File: config.mk
export PLATFORM = sky130hd
export DESIGN_NAME = uart_rx
export DESIGN_NICKNAME = d
export VERILOG_FILES = /design/src/rtl/uart_rx.sv
export SDC_FILE = /design/constraint.sdc
export NUM_CORES = 1
export LEC_CHECK = 0
export ABC_CLOCK_PERIOD_IN_PS = 1970
export CAP_MARGIN = 15
export CELL_PAD_IN_SITES_DETAIL_PLACEMENT = 1
export CELL_PAD_IN_SITES_GLOBAL_PLACEMENT = 1
export CORE_ASPECT_RATIO = 1.2
export CORE_MARGIN = 2
export CORE_UTILIZATION = 45
export DETAILED_ROUTE_END_ITERATION = 12
export GPL_ROUTABILITY_DRIVEN = 0
export PLACE_DENSITY_LB_ADDON = 0.1
export SLEW_MARGIN = 0
export SYNTH_ARGS = -nofsm -noshare
export SYNTH_HDL_FRONTEND = slang
export SYNTH_SLANG_ARGS = --single-unit
File: constraint.sdc
create_clock -name clk -period 1.97 [get_ports clk]
set_clock_uncertainty 0.05 [all_clocks]
set_input_delay 0.197 -clock clk [delete_from_list [all_inputs] [get_ports clk]]
set_output_delay 0.197 -clock clk [all_outputs]
set_load 0.02 [all_outputs]
File: src/rtl/uart_rx.sv
// UART receiver: 16x oversampled start/data/stop framing with frame-error flag.
// Data arrives LSB first; each frame is delivered with a one-cycle done pulse.
module uart_rx #(
    parameter int DBIT    = 8,
    parameter int SB_TICK = 16
) (
    input  logic            clk,
    input  logic            reset_n,
    input  logic            s_tick,
    input  logic            rx,
    output logic [DBIT-1:0] rx_dout,
    output logic            rx_done_tick,
    output logic            frame_error,
    output logic            busy
);
    localparam int NW = (DBIT > 1) ? $clog2(DBIT) : 1;

    // state | meaning
    // IDLE  | line idle, waiting for rx_s low
    // START | counting to mid start bit, rejects glitches
    // DATA  | sampling DBIT data bits at mid bit
    // STOP  | waiting out the stop period, then delivering the word
    typedef enum logic [1:0] {IDLE, START, DATA, STOP} state_t;

    state_t          state, state_next;
    logic            rx_meta, rx_s;
    logic [5:0]      s, s_next;
    logic [NW-1:0]   n, n_next;
    logic [DBIT-1:0] b, b_next;
    logic [DBIT-1:0] dout_next;
    logic            fe_next, done_next;

    always_ff @(posedge clk or negedge reset_n) begin
        if (!reset_n) begin
            rx_meta <= 1'b1;
            rx_s    <= 1'b1;
        end else begin
            rx_meta <= rx;
            rx_s    <= rx_meta;
        end
    end

    always_ff @(posedge clk or negedge reset_n) begin
        if (!reset_n) begin
            state        <= IDLE;
            s            <= '0;
            n            <= '0;
            b            <= '0;
            rx_dout      <= '0;
            frame_error  <= 1'b0;
            rx_done_tick <= 1'b0;
            busy         <= 1'b0;
        end else begin
            state        <= state_next;
            s            <= s_next;
            n            <= n_next;
            b            <= b_next;
            rx_dout      <= dout_next;
            frame_error  <= fe_next;
            rx_done_tick <= done_next;
            busy         <= (state_next != IDLE);
        end
    end

    always_comb begin
        state_next = state;
        s_next     = s;
        n_next     = n;
        b_next     = b;
        dout_next  = rx_dout;
        fe_next    = frame_error;
        done_next  = 1'b0;
        case (state)
            IDLE: begin
                if (!rx_s) begin
                    state_next = START;
                    s_next     = '0;
                end
            end
            START: begin
                if (s_tick) begin
                    if (s == 6'd7) begin
                        // A high line at mid start bit was only a glitch.
                        if (!rx_s) begin
                            state_next = DATA;
                            s_next     = '0;
                            n_next     = '0;
                        end else begin
                            state_next = IDLE;
                        end
                    end else begin
                        s_next = s + 6'd1;
                    end
                end
            end
            DATA: begin
                if (s_tick) begin
                    if (s == 6'd15) begin
                        s_next = '0;
                        b_next = {rx_s, b[DBIT-1:1]};
                        if (n == NW'(DBIT - 1)) begin
                            state_next = STOP;
                        end else begin
                            n_next = n + NW'(1);
                        end
                    end else begin
                        s_next = s + 6'd1;
                    end
                end
            end
            STOP: begin
                if (s_tick) begin
                    if (s == 6'(SB_TICK - 1)) begin
                        dout_next  = b;
                        fe_next    = ~rx_s;
                        done_next  = 1'b1;
                        state_next = IDLE;
                    end else begin
                        s_next = s + 6'd1;
                    end
                end
            end
            default: state_next = IDLE;
        endcase
    end
endmodule
==> results of run 1 <==
-- worst max path at each step --
stage          slack, ps  start         end
5_1_grt                2   s[0]        b[2]
3_3_place_gp         120   s[0]  rx_dout[0]
6_report             100   s[0]        b[2]
3_5_place_dp          60   s[0]  rx_dout[0]
4_1_cts               50   s[0]  rx_dout[0]
2_1_floorplan        240   s[0]  rx_dout[1]
-- metal layers --
metal / track usage (%) / vias up / routed length, um
met4: 7.85 / 0 / 55
met5: 0 / - / 0
met2: 36.6 / 15 / 1740
met3: 5.36 / 6 / 77
li1: - / 483 / -
met1: 20.6 / 507 / 1310
-- power by group --
| group | switching [W] | internal (W) | total [W] |
|---|---|---|---|
| registers | 0.000142 | 0.000740 | 0.000882 |
| clock network | 0.000222 | 0.000285 | 0.000506 |
| logic | 0.000296 | 0.000231 | 0.000527 |
-- sequential cells by signal (all words and copies together), names as in the netlist --
register,flops
rx_s,1
rx_done_tick,1
frame_error,1
b,8
n,3
busy,1
rx_dout,8
s,6
state,2
rx_meta,1
-- layout by cell type (no fill, tap or decap), drive strengths merged, types with 2 or more instances in the layout --
cell	instances
a21boi	3
a21oi	2
and3	2
buf	7
clkbuf	8
clkdlybuf4s50	14
dfrtp	30
dfstp	2
ha	3
inv	10
mux2	19
mux2i	2
nand2	7
nand2b	2
nand3	3
nor2	4
nor3	3
o211ai	2
o21ai	9
o221ai	2
o22ai	2
-- layout make-up --
class	count	share of cell area (%)
clock buffer	8	4.95
inverter	10	2.06
multi-input combinational	77	35.1
sequential	32	44.1
tap	37	2.54
timing repair buffer	21	11.3
-- stage by stage --
| stage | total power, W | utilization, % | setup WS [ps] | hold WS (ps) | std cells |
|---|---|---|---|---|---|
| final | 0.00192 | 55.5 | 101 | 187 | 185 |
| after global placement | 0.00140 | 52.2 | 115 | 297 | 176 |
| after CTS | 0.00194 | 54.9 | 46.7 | 217 | 184 |
| after global routing | 0.00206 | 55.5 | 2.44 | 203 | 185 |
| after floorplan | 0.00125 | - | 242 | -149 | 124 |
| after detailed placement | 0.00142 | 52.2 | 59.1 | 307 | 176 |
-- cell families (layout without fill, tap and decap cells) --
logic type	count (synthesis)	count (layout)	synth area share, %
AOI/OAI and AO/OA	25	25	11.3
xor gates and xnor gates	1	1	0.580
adders and majority gates	3	3	2.48
buffers and inverters	15	39	4.55
DFF	32	32	53.1
muxes	21	21	15.5
and+or+nand+nor	27	27	12.5
-- what timing repair did --
item                                    4_1_cts  5_1_grt
resized for setup                             0        1
setup buffers                                 0        1
endpoints found under the setup margin        0        9
==> impl_metrics.env, run 1 <==
export IMPL_cp_arrival_ps=1970
export IMPL_die_x_um=56.9
export IMPL_seq_area_sq_um=803
export IMPL_ys_top_cells_by_count="dfrtp_1, mux2_1, inv_1, mux2_2"
export IMPL_synthCells=124
export IMPL_area_growth_pct=20.5
export IMPL_postRouteAntennaNets=0
export IMPL_synth_nets=131
export IMPL_antenna_found_initial=0
export IMPL_crit_family="simple AND/OR/NAND/NOR gates"
export IMPL_n_fill_cell=362
export IMPL_drive_above_1_share_pct=20.3
export IMPL_cts_tree="yes"
export IMPL_peakVddDrop_mv=0.579
export IMPL_fmax_mhz=535
export IMPL_synth_area_leaders="dfrtp_1, mux2_1, mux2_2, dfstp_2, ha_1"
export IMPL_maxCapViolCount=0
export IMPL_synth_cell_type_count=36
export IMPL_crit_type="register to register"
export IMPL_reg2reg_depth=5
export IMPL_port_buffers=14
export IMPL_cp_end_kind="register"
export IMPL_worstPathCellList="ha_1, and4bb_4, nand3_4, nor2_4, mux2_2"
export IMPL_status="finished, final reports clean"
export IMPL_r2r_slack_ps=100
export IMPL_dr_pass1_iters=4
export IMPL_ys_seq_area_share_pct=53.1
export IMPL_critPathLaunchType="register"
export IMPL_num_antenna_cells=0
export IMPL_vias_per_cell=5.46
export IMPL_postCtsHoldBufs=0
export IMPL_cp_max_fo=8
export IMPL_fin_area_sq_um=1820
export IMPL_cp_num_cells=5
export IMPL_grt_pass1_wl_mm=5.54
export IMPL_yosys_warnings=0
export IMPL_dpl_hpwl_mm=2.46
export IMPL_finalHoldViolations=0
export IMPL_fin_crit_ps=1870
export IMPL_cts_buffers_inserted=5
export IMPL_clock_sinks=32
export IMPL_synth_edf_count=0
export IMPL_yosysMostFrequentCell="dfrtp_1"
export IMPL_core_sq_um=3280
export IMPL_tightestPinTransition_ps=467
export IMPL_cpPeakStageDelay_ps=390
export IMPL_nets=154
export IMPL_grt_max_degree=16
export IMPL_synth_top_area_share_pct=49.7
export IMPL_pin_count=15
export IMPL_placementRows=23
export IMPL_r2r_start="s[0]"
export IMPL_syn_cell_area_sq_um=1510
export IMPL_multi_input_area_sq_um=639
export IMPL_start_util_pct=46.1
export IMPL_dr_first_iter_drc_count=31
export IMPL_power_density_nw_per_um2=1050
export IMPL_clock_path_buffers=2
export IMPL_clk_pin_slew_ps=70
export IMPL_gr_total_overflow=0
export IMPL_rr_endpoint="b[2]"
export IMPL_yosys_register_bits=32
export IMPL_worst_path_buf_inv=0
export IMPL_syn_avg_cell_area_sq_um=12.2
export IMPL_placed_area_sq_um=1710
export IMPL_async_flop_share_pct=100
export IMPL_drv_slew=0
export IMPL_critPathSlowestCell="dfrtp_1"
export IMPL_die_h_um=67.5
export IMPL_relSlewSlack_pct=68.8
export IMPL_ys_flop_type="dfrtp_1"
export IMPL_die_area_sq_um=3840
export IMPL_synthDominantAreaCellType="dfrtp_1"
export IMPL_grt_total_usage_pct=19.5
export IMPL_p_leak_nw=0.849
export IMPL_cts_root_buffer="clkbuf_8"
export IMPL_setup_viol=0
export IMPL_fin_crit_sh_pct=94.9
export IMPL_finalSetupTns_ps=0
export IMPL_wl_mm=3.19
export IMPL_route_detailed_drc=0
export IMPL_h_tree_depth=2
export IMPL_rsz0062_at_grt="no"
export IMPL_wire_per_inst_um=17.2
export IMPL_grt_pass1_vias=1163
export IMPL_dr_total_vias=1011
export IMPL_cp_data_required_time_ps=2080
export IMPL_hold_path_class="primary input to async pin"
export IMPL_clk_latency_ps=280
No activity file was read; power rests on OpenSTA's default activity.
==> run 2: changes to the inputs <==
CAP_MARGIN = 20   (was 15)
CTS_CLUSTER_DIAMETER = 50   (was not set)
HOLD_SLACK_MARGIN = 0.05   (was not set)
==> results of run 2 <==
Final layout, timing and power as in run 1 (identical DEF).
